$ cat src/rtl/next_kms_pkg.sv
// Shared mode encodings and display state type for the NeXT KMS keycode LED display.
package next_kms_pkg;

  localparam logic [1:0] KMS_MODE_LOW   = 2'd0;
  localparam logic [1:0] KMS_MODE_SPLIT = 2'd1;
  localparam logic [1:0] KMS_MODE_LIVE  = 2'd2;

  typedef enum logic [1:0] {
    ST_IDLE    = 2'd0,
    ST_SHOW_LO = 2'd1,
    ST_SHOW_HI = 2'd2
  } kms_state_e;

endpackage

$ cat src/rtl/next_kms_keycode_led_if.sv
// Keycode/control inputs and LED/status outputs of the keycode LED display.
interface next_kms_keycode_led_if #(
  parameter int KEYCODE_W = 16,
  parameter int LED_W     = 6,
  parameter int OCC_W     = 3
);
  logic [KEYCODE_W-1:0] kc_in;
  logic                 kc_valid;
  logic [1:0]           mode;
  logic                 clear;
  logic [LED_W-1:0]     led_n;
  logic                 overflow;
  logic [OCC_W-1:0]     occupancy;

  modport master (
    output kc_in, kc_valid, mode, clear,
    input  led_n, overflow, occupancy
  );

  modport slave (
    input  kc_in, kc_valid, mode, clear,
    output led_n, overflow, occupancy
  );
endinterface

$ cat src/rtl/next_kms_sync_fifo.sv
// Show-ahead synchronous FIFO; pointers carry a wrap bit to tell full from empty.
module next_kms_sync_fifo #(
  parameter int WIDTH = 16,
  parameter int DEPTH = 4
) (
  input  logic                     clk,
  input  logic                     rst,
  input  logic                     i_push,
  input  logic                     i_pop,
  input  logic [WIDTH-1:0]         i_din,
  output logic [WIDTH-1:0]         o_dout,
  output logic                     o_full,
  output logic                     o_empty,
  output logic [$clog2(DEPTH):0]   o_count
);
  localparam int AW = $clog2(DEPTH);

  logic [WIDTH-1:0] r_mem [DEPTH];
  logic [AW:0]      r_wr_ptr;
  logic [AW:0]      r_rd_ptr;
  logic             w_do_pop;
  logic             w_do_push;

  assign o_empty   = (r_wr_ptr == r_rd_ptr);
  assign o_full    = (r_wr_ptr[AW] != r_rd_ptr[AW]) &&
                     (r_wr_ptr[AW-1:0] == r_rd_ptr[AW-1:0]);
  assign o_count   = r_wr_ptr - r_rd_ptr;
  assign o_dout    = r_mem[r_rd_ptr[AW-1:0]];
  assign w_do_pop  = i_pop & ~o_empty;
  // A pop in the same cycle frees a slot, so a push into a full FIFO is still taken.
  assign w_do_push = i_push & (~o_full | w_do_pop);

  always_ff @(posedge clk) begin
    if (rst) begin
      r_wr_ptr <= '0;
      r_rd_ptr <= '0;
    end else begin
      if (w_do_push) r_wr_ptr <= r_wr_ptr + 1'b1;
      if (w_do_pop)  r_rd_ptr <= r_rd_ptr + 1'b1;
    end
  end

  always_ff @(posedge clk) begin
    if (w_do_push) r_mem[r_wr_ptr[AW-1:0]] <= i_din;
  end
endmodule

$ cat src/rtl/next_kms_keycode_led.sv
// Queues keycode events and shows each on the active-low LEDs for a programmable hold time.
module next_kms_keycode_led
  import next_kms_pkg::*;
#(
  parameter int               KEYCODE_W      = 16,
  parameter int               LED_W          = 6,
  parameter int               DEPTH          = 4,
  parameter int               HOLD_CYCLES    = 27000000,
  parameter int               VALID_IS_LEVEL = 1,
  parameter logic [LED_W-1:0] IDLE_PATTERN   = LED_W'(6'b110011)
) (
  input  logic                  clk,
  input  logic                  rst,
  next_kms_keycode_led_if.slave bus
);
  localparam int F     = LED_W - 1;
  localparam int CNT_W = $clog2(HOLD_CYCLES);
  localparam logic [CNT_W-1:0] CNT_LOAD = CNT_W'(HOLD_CYCLES - 1);

  kms_state_e              r_state, w_state_n;
  logic [CNT_W-1:0]        r_cnt, w_cnt_n;
  logic [LED_W-1:0]        r_led, w_led_n;
  logic [F-1:0]            r_kc_hi, w_kc_hi_n;
  logic                    r_kc_valid_q;
  logic                    r_overflow;

  logic                    w_flush, w_event, w_live, w_split, w_live_ev;
  logic                    w_push, w_pop, w_full, w_empty;
  logic [KEYCODE_W-1:0]    w_fifo_dout;
  logic [$clog2(DEPTH):0]  w_count;
  logic                    w_unused_dout;

  assign w_flush   = rst | bus.clear;
  assign w_event   = (VALID_IS_LEVEL != 0) ? (bus.kc_valid & ~r_kc_valid_q) : bus.kc_valid;
  assign w_live    = (bus.mode == KMS_MODE_LIVE);
  assign w_split   = (bus.mode == KMS_MODE_SPLIT);
  assign w_live_ev = w_event & w_live;
  // Queued entries are held back while in LIVE and drain once the mode changes.
  assign w_pop     = (r_state == ST_IDLE) & ~w_empty & ~w_live;
  assign w_push    = w_event & ~w_live;
  assign w_unused_dout = ^w_fifo_dout;

  next_kms_sync_fifo #(.WIDTH(KEYCODE_W), .DEPTH(DEPTH)) u_fifo (
    .clk     (clk),
    .rst     (w_flush),
    .i_push  (w_push),
    .i_pop   (w_pop),
    .i_din   (bus.kc_in),
    .o_dout  (w_fifo_dout),
    .o_full  (w_full),
    .o_empty (w_empty),
    .o_count (w_count)
  );

  always_comb begin
    w_state_n = r_state;
    w_cnt_n   = r_cnt;
    w_led_n   = r_led;
    w_kc_hi_n = r_kc_hi;
    if (w_live_ev) begin
      w_kc_hi_n = bus.kc_in[KEYCODE_W-1 -: F];
      w_led_n   = {1'b1, bus.kc_in[F-1:0]};
      w_cnt_n   = CNT_LOAD;
      w_state_n = ST_SHOW_LO;
    end else begin
      unique case (r_state)
        ST_IDLE: begin
          if (w_pop) begin
            w_kc_hi_n = w_fifo_dout[KEYCODE_W-1 -: F];
            w_led_n   = {1'b1, w_fifo_dout[F-1:0]};
            w_cnt_n   = CNT_LOAD;
            w_state_n = ST_SHOW_LO;
          end
        end
        ST_SHOW_LO: begin
          if (r_cnt == '0) begin
            if (w_split) begin
              w_led_n   = {1'b1, r_kc_hi};
              w_cnt_n   = CNT_LOAD;
              w_state_n = ST_SHOW_HI;
            end else begin
              w_led_n[LED_W-1] = 1'b0;
              w_state_n        = ST_IDLE;
            end
          end else begin
            w_cnt_n = r_cnt - 1'b1;
          end
        end
        ST_SHOW_HI: begin
          if (r_cnt == '0) begin
            w_led_n[LED_W-1] = 1'b0;
            w_state_n        = ST_IDLE;
          end else begin
            w_cnt_n = r_cnt - 1'b1;
          end
        end
        default: w_state_n = ST_IDLE;
      endcase
    end
  end

  always_ff @(posedge clk) begin
    if (rst) r_kc_valid_q <= 1'b0;
    else     r_kc_valid_q <= bus.kc_valid;
  end

  always_ff @(posedge clk) begin
    if (w_flush) begin
      r_state    <= ST_IDLE;
      r_cnt      <= '0;
      r_led      <= IDLE_PATTERN;
      r_kc_hi    <= '0;
      r_overflow <= 1'b0;
    end else begin
      r_state <= w_state_n;
      r_cnt   <= w_cnt_n;
      r_led   <= w_led_n;
      r_kc_hi <= w_kc_hi_n;
      if (w_push & w_full & ~w_pop) r_overflow <= 1'b1;
    end
  end

  assign bus.led_n     = ~r_led;
  assign bus.overflow  = r_overflow;
  assign bus.occupancy = w_count;
endmodule
$ cat src/flat_wrapper.sv
// flat-port wrapper written by rule: the top's interface ports become plain ports
module next_kms_keycode_led_flat import next_kms_pkg::*;
#(
  parameter int               KEYCODE_W      = 16,
  parameter int               LED_W          = 6,
  parameter int               DEPTH          = 4,
  parameter int               HOLD_CYCLES    = 27000000,
  parameter int               VALID_IS_LEVEL = 1,
  parameter logic [LED_W-1:0] IDLE_PATTERN   = LED_W'(6'b110011)
)
  (clk, rst, bus_kc_in, bus_kc_valid, bus_mode, bus_clear, bus_led_n, bus_overflow, bus_occupancy);
  next_kms_keycode_led_if #(.KEYCODE_W(KEYCODE_W), .LED_W(LED_W)) bus_i ();
  input  logic clk;
  input  logic rst;
  input wire logic [$bits(bus_i.kc_in)-1:0] bus_kc_in;
  input wire logic [$bits(bus_i.kc_valid)-1:0] bus_kc_valid;
  input wire logic [$bits(bus_i.mode)-1:0] bus_mode;
  input wire logic [$bits(bus_i.clear)-1:0] bus_clear;
  output wire logic [$bits(bus_i.led_n)-1:0] bus_led_n;
  output wire logic [$bits(bus_i.overflow)-1:0] bus_overflow;
  output wire logic [$bits(bus_i.occupancy)-1:0] bus_occupancy;
  assign bus_i.kc_in = bus_kc_in;
  assign bus_i.kc_valid = bus_kc_valid;
  assign bus_i.mode = bus_mode;
  assign bus_i.clear = bus_clear;
  assign bus_led_n = bus_i.led_n;
  assign bus_overflow = bus_i.overflow;
  assign bus_occupancy = bus_i.occupancy;
  next_kms_keycode_led #(.KEYCODE_W(KEYCODE_W), .LED_W(LED_W), .DEPTH(DEPTH), .HOLD_CYCLES(HOLD_CYCLES), .VALID_IS_LEVEL(VALID_IS_LEVEL), .IDLE_PATTERN(IDLE_PATTERN)) u_core (.clk(clk), .rst(rst), .bus(bus_i));
endmodule
$ cat config.mk
export PLATFORM = sky130hd
export DESIGN_NAME = next_kms_keycode_led_flat
export DESIGN_NICKNAME = d
export VERILOG_FILES = /design/src/rtl/next_kms_pkg.sv /design/src/rtl/next_kms_keycode_led_if.sv /design/src/rtl/next_kms_sync_fifo.sv /design/src/rtl/next_kms_keycode_led.sv /design/src/flat_wrapper.sv
export SDC_FILE = /design/constraint.sdc
export NUM_CORES = 1
export LEC_CHECK = 0
export CAP_MARGIN = 20
export CORE_AREA = 2 2 90 92
export CTS_BUF_LIST = sky130_fd_sc_hd__clkbuf_8
export DETAILED_ROUTE_END_ITERATION = 6
export DIE_AREA = 0 0 92 94
export GPL_TIMING_DRIVEN = 0
export PLACE_DENSITY = 0.8
export SYNTH_ARGS = -nofsm -noshare
export SYNTH_HDL_FRONTEND = slang
export SYNTH_SLANG_ARGS = --single-unit
$ cat constraint.sdc
create_clock -name clk -period 2.7 [get_ports clk]
set_input_delay 0.54 -clock clk [delete_from_list [all_inputs] [get_ports clk]]
set_output_delay 0.54 -clock clk [all_outputs]
set_load 0.01 [all_outputs]
Word-level counts from Yosys, hierarchy flattened
Memory sizes are Yosys's and may differ from the RTL's. A register that Yosys moved wholly into a read port is not among the register bits.
Cells that the tools add are included.
Cells by class
  add/subtract/negate cells: 4
  eq/ne operators: 18
  mux-type cells: 27
  bitwise operators: 17
  reduce and logical (&&, ||, !) cells: 16
Operators with widths (count)
  $mux 25: 5
  $pmux 25 s3: 1
  $logic_not 25->1: 1
  $mux 5: 5
  $sub 25x1->25 const B: 1
  $reduce_and 4->1: 4
  $mux 2: 6
  $mux 6: 2
  $pmux 5 s2: 1
  $and 1x1->1: 9
  $ne 3x1->1 const B: 3
  $ne 3x2->1 const B: 3
  $add 3x1->3 const B: 2
  $not 6->6: 1
  $pmux 2 s3: 1
  $reduce_and 3->1: 2
  $reduce_bool 3->1: 2
  $mux 1: 5
  $not 1->1: 5
  $eq 2x1->1 const B: 2
  $eq 2x2->1 const B: 2
  $ne 2x1->1 const B: 2
  $ne 2x2->1 const B: 2
  $ne 4x2->1 const B: 1
  12 further kinds: 14
Storage, ports and cells
  register bits: 46
  bits in writable memories: 64
  input bits: 22
  memories kept: 1
Memories
  u_core.u_fifo.r_mem: depth 4, width 16, read ports 1, clocked after memory_dff 1, wr ports 1, line next_kms_sync_fifo.sv:18  | logic [WIDTH-1:0] r_mem [DEPTH];

Logic depth before layout (Yosys ltp)
Gate-level depths: netlist of the first run.
  depth in word-level cells: 9
  gate-level depth with buffers: 10
  depth with buffers taken out: 7

By module
A second synthesis of the first run with hierarchy kept.
Second synthesis, totals
  cell total of the unflattened synthesis: 443
  area total of the unflattened synthesis: 5187.5 sq um
By module, submodules not included
  next_kms_sync_fifo: instances 1, cells each 139, area an instance 2820.2 sq um, sequential area each 2082.0 sq um
  next_kms_keycode_led: instances 1, cells each 304, area an instance 2367.3 sq um, sequential area each 800.8 sq um

Least setup slack after synthesis of the first run
No wires, ideal clock.
  path kind: register to register
  from: register u_core.u_fifo.r_wr_ptr[0]
  to: register u_core.r_cnt[19]
  arrival time: 2.098 ns
  setup slack: 0.523 ns
  stages on the path, launching flop included: 10
  path buffers: 2
  cells stage by stage: dfxtp_1 > inv_1 > ha_1 > and3_1 > a211oi_1 > o31a_1 > buf_6 > buf_6 > o221ai_1 > o211ai_1
Between the ends
  cells in the longest elaborated chain, start to end: 6
Ends and longest elaborated chain
  from (decl): line next_kms_sync_fifo.sv:19  | logic [AW:0] r_wr_ptr;
  from (signal assigned): line next_kms_sync_fifo.sv:38  | if (w_do_push) r_wr_ptr <= r_wr_ptr + 1'b1;
  $eq 3x3->1: line next_kms_sync_fifo.sv:24  | assign o_empty = (r_wr_ptr == r_rd_ptr);
  $not 1->1: line next_kms_keycode_led.sv:39  | assign w_pop = (r_state == ST_IDLE) & ~w_empty & ~w_live;
  $and 1x1->1 (2 in a row): line next_kms_keycode_led.sv:39
  $ne 3x2->1 (no source line)
  $reduce_and 4->1 (no source line)
  to (signal assigned): line next_kms_keycode_led.sv:116  | r_cnt <= w_cnt_n;
  to (decl): line next_kms_keycode_led.sv:21  | logic [CNT_W-1:0] r_cnt, w_cnt_n;
No other way between the ends.
A chain may end at the register's enable or synchronous reset.

Worst setup path in the final report of the first run
  from: input bus_kc_valid
  to: register u_core.r_cnt[4]
Between the ends
  cells in the longest elaborated chain, start to end: 4
  elaborated cells between the ends (all ways): 8
  classes of those cells: eq/ne: 3; mux: 1; bitwise: 2; reduce/logical: 2
Ends and longest elaborated chain
  from (decl): line flat_wrapper.sv:16  | input wire logic [$bits(bus_i.kc_valid)-1:0] bus_kc_valid;
  $and 1x1->1 *: line next_kms_keycode_led.sv:34  | assign w_event = (VALID_IS_LEVEL != 0) ? (bus.kc_valid & ~r_kc_valid_q) : bus.kc_valid;
  $and 1x1->1 *: line next_kms_keycode_led.sv:37  | assign w_live_ev = w_event & w_live;
  $ne 4x2->1 (no source line), or another cell as far along
  $reduce_and 4->1 (no source line)
Mark *: on every way between the ends. The rest lies on a longest branch, timed or not.

==> results.txt, run 1 <==
Die Ht -> 94 um
final core occ -> 66.8%
share of layout cells above drive strength 1 -> 12.5%
Critical Path Most Common Cell -> nor2b_1
number of H-tree levels -> 3
HP Class -> flop to flop
DR WL/cell -> 19.1 um
crit path capture -> u_core.r_cnt[4]
Crit path required time -> 2970 ps
unrepaired setup endpoints after global routing -> true
antenna-violating nets left -> 0
number of global-route vias before repair -> 3638
Avg Inst Size Synth -> 10.6 um^2
Max Slew Vio Count -> 0
n_diodes -> 0
clock buffer depth -> 2
peak supply drop -> 0.000481 V
Layout Skew -> 8.61 ps
CP Depth -> 7
Post-CTS Setup Repair Bufs -> 0
# rows -> 32
f_max -> 0.375 GHz
Die ar. -> 8650 um^2
Critical Path Start Type -> input pin
Post-synth EDFFs -> 40
P_sw -> 955 uW
register area share after synthesis -> 48.1%
global route overflow -> 0
part of the power in the clock network -> 31.5%
fill cell count -> 600
crit path DAT -> 2930 ps
first-pass GRT wire length -> 17.6 mm
final worst-path cycle share -> 98.7%
initial antenna violation count -> 0
final WL -> 10.8 mm
Main synth FF type -> dfxtp_1
CP delay by family, top -> buffers and inverters
GRT Util Overall -> 26.1%
Int Pwr -> 2.02 mW
DR pass1 iterations -> 7
internal reg-to-reg setup slack -> 220 ps
clk sinks -> 88
CP bufs+invs -> 3
worst setup path category -> input pin to flop
Worst-Margin Slew -> 783 ps
P&R area growth vs syn -> 13.2%
Syn Nets -> 459
Min Clock Period, post-route -> 2660 ps
CP max FO -> 10
Hold-fix buffers, CTS -> 0
Initial Utilization -> 59.0%
CP max-delay cell -> clkbuf_1
Final WS setup -> 36.4 ps
CTS tree -> yes
chip width -> 92 um
status -> finished, final reports clean
DP HPWL -> 7.52 mm
crit path from -> bus_kc_valid
ys async rst share -> 0%
LEAKAGE -> 1.82 nW
input/output buffers -> 25
reg-to-reg endpoint -> u_core.r_led[2]
GP Congestion -> 0.920
critical path cell sequence -> clkdlybuf4s50_1, nor2b_1, nor2b_1, clkbuf_1, clkbuf_2, nor3_1, a211oi_1
DR vias/cell -> 6.40
slowest stage delay, CP -> 520 ps
Mapped Area -> 4490 um^2
Final setup viols -> 0
Vias -> 3621
Inserted Clock Buffers -> 9
Clock Tree Root -> clkbuf_8
flops & latches, synth -> 88
PD cells -> 584 nW/um^2
Unique masters post-synth -> 64
Crit Reg-Reg Startpoint -> u_core.r_state[1]
relative slew slack -> 47.6%
setup slack at placement -> -365 ps
final hold violations -> 0
net switching fraction of the power -> 32.1%
starting DRC count in detailed routing -> 423
Max-cap violations -> 0
clock transition at the registers of the reported paths -> 100 ps
Hold Path Origin -> u_core.bus.overflow
sequential power share -> 49.6%
Clock Latency Late Sink -> 360 ps
nets -> 494
Mapped Cells -> 424
combinational fraction of design power -> 18.9%
largest net degree at the start of global routing -> 20
YS warnings -> 0
post-CTS sizing -> 2
Setup crit end kind -> flop
I/O pin total -> 32
core area -> 7610 um^2
residual DRC count -> 0
worst reg2reg path depth -> 9
state kept, by name (all words and copies together) (netlist names), named ones only:
name	cells
u_core.bus.overflow	1
u_core.u_fifo.r_rd_ptr	3
u_core.r_cnt	25
u_core.u_fifo.r_wr_ptr	3
u_core.r_led	6
u_core.r_state	2
u_core.r_kc_hi	5
u_core.r_kc_valid_q	1
u_core.u_fifo.r_mem	40
metrics by stage:
step / cell area, um^2 / hold WS, ps / std cells / power (mW) / TNS [ps]
6_report: 5080 / 495 / 566 / 2.97 / 0
5_1_grt: 5080 / 506 / 566 / 3.07 / -2.98
4_1_cts: 5070 / 499 / 567 / 2.96 / 0
3_5_place_dp: 4870 / 476 / 551 / 2.05 / -3360
3_3_place_gp: 4870 / 446 / 551 / 2.03 / -2800
2_1_floorplan: 4490 / 438 / 424 / 1.89 / 0
power groups by stage:
| stage | Sequential, mW | Combinational (mW) | Clock, mW |
|---|---|---|---|
| 3_5_place_dp | 1.50 | 0.546 | 0 |
| 4_1_cts | 1.47 | 0.550 | 0.939 |
| 6_report | 1.47 | 0.561 | 0.936 |
| 3_3_place_gp | 1.50 | 0.531 | 0 |
| 2_1_floorplan | 1.49 | 0.400 | 0 |
| 5_1_grt | 1.48 | 0.606 | 0.988 |
synthesized netlist by cell type (8+ instances only):
cell | number | area (um^2)
edfxtp_1 | 40 | 1200
ha_1 | 12 | 150
dfxtp_1 | 48 | 961
a211oi_1 | 10 | 75.1
nor3_1 | 17 | 85.1
nand2_1 | 34 | 128
nand3_1 | 16 | 80.1
inv_1 | 18 | 67.6
mux4_2 | 10 | 225
clkbuf_1 | 12 | 45.0
o21ai_0 | 9 | 45.0
or3_1 | 8 | 50.1
a21oi_1 | 28 | 140
nor2_1 | 33 | 124
worst register-to-register path, delay by kind of cell, from the launching register on:
kind	cells	cell delay (ps)
simple gates	2	560
compound gates	1	500
mux	1	130
flops	1	320
buf+inv	4	700
fa+ha+maj	1	160
worst min path at each step:
stage                     depth (start not counted)                   to  slack (ps)
after floorplan                                   2      u_core.r_led[2]         440
after global placement                            2      u_core.r_led[3]         450
after detailed placement                          2  u_core.bus.overflow         480
after CTS                                         2  u_core.bus.overflow         500
after global routing                              2      u_core.r_led[3]         510
final                                             2  u_core.bus.overflow         500
cell usage in the layout (no fill, tap or decap), types with 7 or more instances in the layout:
master	instances
edfxtp_1	40
nand3_1	16
and2_1	7
inv_1	18
a21oi_1	28
o21ai_1	7
mux4_2	10
a211oi_1	9
a31oi_1	7
nand2_1	34
nor2_1	33
o21ai_0	9
clkdlybuf4s50_1	23
clkbuf_8	9
or3_1	8
mux2i_1	7
o211ai_1	7
clkbuf_1	10
dfxtp_1	47
ha_1	12
nor3_1	17
layout make-up:
cell class                 count  area [um^2]  share of cell area, %
tap                          102          128                   2.51
sequential                    88         2160                   42.6
multi-input combinational    297         2160                   42.6
clock inverter                 7         81.3                   1.60
clock buffer                   9          124                   2.44
inverter                      19         75.1                   1.48
timing repair buffer          25          251                   4.95
buffer                        19         96.3                   1.90
cells by family after synthesis:
logic type	count (synthesis)	synth area share [%]
AOI/OAI and AO/OA	109	17.3
xor gates and xnor gates	7	1.36
muxes	17	6.57
adders and majority gates	13	3.79
buffers and inverters	39	3.79
DFF	88	48.1
and+or+nand+nor	151	19.1
layer usage:
metal  GRT usage (%)  part of all wire (%)  vias up
met1            32.6                    41     1732
li1                -                     -     1678
met3            3.45                   6.7       42
met5               0                     0        -
met2            44.6                    48      169
met4            13.7                   4.2        0
Power figures use the tool's default switching activity.
==> run 2: changes to the inputs <==
--- a/config.mk
+++ b/config.mk
@@ -12,6 +12,7 @@
 export DIE_AREA = 0 0 92 94
 export GPL_TIMING_DRIVEN = 0
 export PLACE_DENSITY = 0.8
+export SLEW_MARGIN = 20
 export SYNTH_ARGS = -nofsm -noshare
 export SYNTH_HDL_FRONTEND = slang
 export SYNTH_SLANG_ARGS = --single-unit
==> results of run 2 <==
No change in the layout: final DEF, timing and power equal those of run 1.
==> run 3: changes to the inputs <==
--- a/config.mk
+++ b/config.mk
@@ -10,8 +10,10 @@
 export CTS_BUF_LIST = sky130_fd_sc_hd__clkbuf_8
 export DETAILED_ROUTE_END_ITERATION = 6
 export DIE_AREA = 0 0 92 94
+export DONT_BUFFER_PORTS = 1
 export GPL_TIMING_DRIVEN = 0
-export PLACE_DENSITY = 0.8
+export PLACE_DENSITY = 0.74
+export REMOVE_ABC_BUFFERS = 1
 export SLEW_MARGIN = 20
 export SYNTH_ARGS = -nofsm -noshare
 export SYNTH_HDL_FRONTEND = slang
==> results.txt, run 3 (synthesis results as in run 1) <==
Clock Tree Root -> clkbuf_8
number of H-tree levels -> 3
GRT Util Overall -> 25.0%
first-pass GRT wire length -> 17.1 mm
Critical Path Start Type -> flop
n_diodes -> 0
antenna-violating nets left -> 0
leading cell type in the layout, fill and taps excluded -> dfxtp_1
Hold Path Origin -> rst
Min Clock Period, post-route -> 2490 ps
CP max-delay cell -> o31a_1
Clock Latency Late Sink -> 360 ps
Max Slew Vio Count -> 0
unrepaired setup endpoints after global routing -> false
Die ar. -> 8650 um^2
Hold Worst Slack -> 237 ps
worst setup path category -> flop to flop
# rows -> 32
P&R area growth vs syn -> 6.60%
final hold violations -> 0
Die Ht -> 94 um
status -> complete, but fails checks
largest net degree at the start of global routing -> 26
LEAKAGE -> 1.67 nW
crit path DAT -> 2790 ps
starting DRC count in detailed routing -> 388
chip width -> 92 um
Vias -> 3509
Inserted Clock Buffers -> 9
PD cells -> 606 nW/um^2
I/O pin total -> 32
global route overflow -> 0
share of layout cells above drive strength 1 -> 13.1%
Layout Skew -> 13.2 ps
Hold Crit Endpoint -> u_core.r_kc_valid_q
DR pass1 iterations -> 7
HP Class -> input pin to flop
CTS tree -> yes
final WL -> 10.2 mm
Initial Utilization -> 59.0%
clk sinks -> 88
Tot Pwr -> 2.90 mW
number of global-route vias before repair -> 3479
hold path depth -> 1
CP max FO -> 12
clock buffer depth -> 2
Max-cap violations -> 0
most frequent cells in the layout -> 48 x dfxtp_1, 40 x edfxtp_1, 34 x nand2_1
DP HPWL -> 6.85 mm
failing checks -> design-rule violations
area of placed instances -> 4550 um^2
input/output buffers -> 0
final instance area -> 4790 um^2
DR vias/cell -> 6.65
Worst-Margin Slew -> 941 ps
Crit Reg-Reg Startpoint -> u_core.r_state[0]
initial antenna violation count -> 0
internal reg-to-reg setup slack -> 210 ps
critical path cell sequence -> inv_1, ha_1, and3_1, a211oi_2, o31a_1, nand2_1, o22ai_1
DR WL/cell -> 19.3 um
Crit path required time -> 2990 ps
f_max -> 0.401 GHz
core area -> 7610 um^2
residual DRC count -> 2
slowest stage delay, CP -> 570 ps
relative slew slack -> 37.1%
Final setup viols -> 0
Setup crit end kind -> flop
nets -> 456
clock transition at the registers of the reported paths -> 90 ps
Largest register FFs -> 40
Hold-fix buffers, CTS -> 0
GP Congestion -> 0.878
final worst-path cycle share -> 92.4%
peak supply drop -> 0.000352 V
worst reg2reg path depth -> 7
reg-to-reg endpoint -> u_core.r_cnt[22]
run 3: changes by cell type in the layout (fill, tap and decap cells not counted), sizes merged, moves of 2 or more:
cell / delta
buf: -3
clkbuf: -11
clkdlybuf4s50: -23
clkinvlp: +2
inv: -2
run 3: power by group:
group / leakage [nW] / switching [mW] / internal [mW]
registers: 0.753 / 0.0468 / 1.43
clock network: 0.0970 / 0.488 / 0.428
logic: 0.823 / 0.323 / 0.184
run 3: worst max path at each step:
stage / startpoint / endpoint / slack (ps) / depth (start not counted)
final: u_core.r_state[0] / u_core.r_cnt[22] / 210 / 7
after global routing: u_core.r_state[0] / u_core.r_cnt[22] / 50 / 7
after CTS: u_core.r_state[1] / u_core.r_led[2] / 40 / 7
after detailed placement: u_core.u_fifo.r_wr_ptr[0] / u_core.r_cnt[24] / -280 / 7
after global placement: bus_kc_valid / u_core.r_cnt[10] / -570 / 5
after floorplan: u_core.u_fifo.r_wr_ptr[0] / u_core.r_cnt[15] / 310 / 7
run 3: worst max-delay path: cells and delay by family, from the launching register on:
kind	cells	cell delay (ps)
AOI/OAI and AO/OA	3	1250
adders and majority gates	1	330
DFF	1	370
and+or+nand+nor	2	400
buffers and inverters	1	80
run 3: area by class of cell:
cell class / instances / area (um^2)
fillers: 638 / 2820
repair buffers: 5 / 48.8
clock buffers: 9 / 124
clock inverters: 7 / 71.3
multi-input cells: 298 / 2180
flip-flops and latches: 88 / 2160
inverters: 19 / 75.1
well taps: 102 / 128
run 3: per-stage QoR:
step                      setup WS (ps)  utilization (%)  TNS [ps]  cells
final                               205             62.9         0    528
after global routing               49.3             62.9         0    528
after CTS                          37.6             62.6         0    525
after detailed placement           -284             59.8     -2350    508
after global placement             -568             59.4     -7630    506
after floorplan                     312                -         0    404
run 3: routing by layer:
layer,vias up,track usage (%),routed length [um]
met2,158,38.4,4720
met4,0,9.83,177
met3,19,4.09,760
met5,-,0,0
li1,1607,-,-
met1,1725,35.8,4540
run 3: timing repair:
action,in CTS,in global routing
endpoints found under the setup margin,18,10
gates cloned,1,0
pin swaps,0,1
buffers inserted,0,3
gates resized for setup,2,2
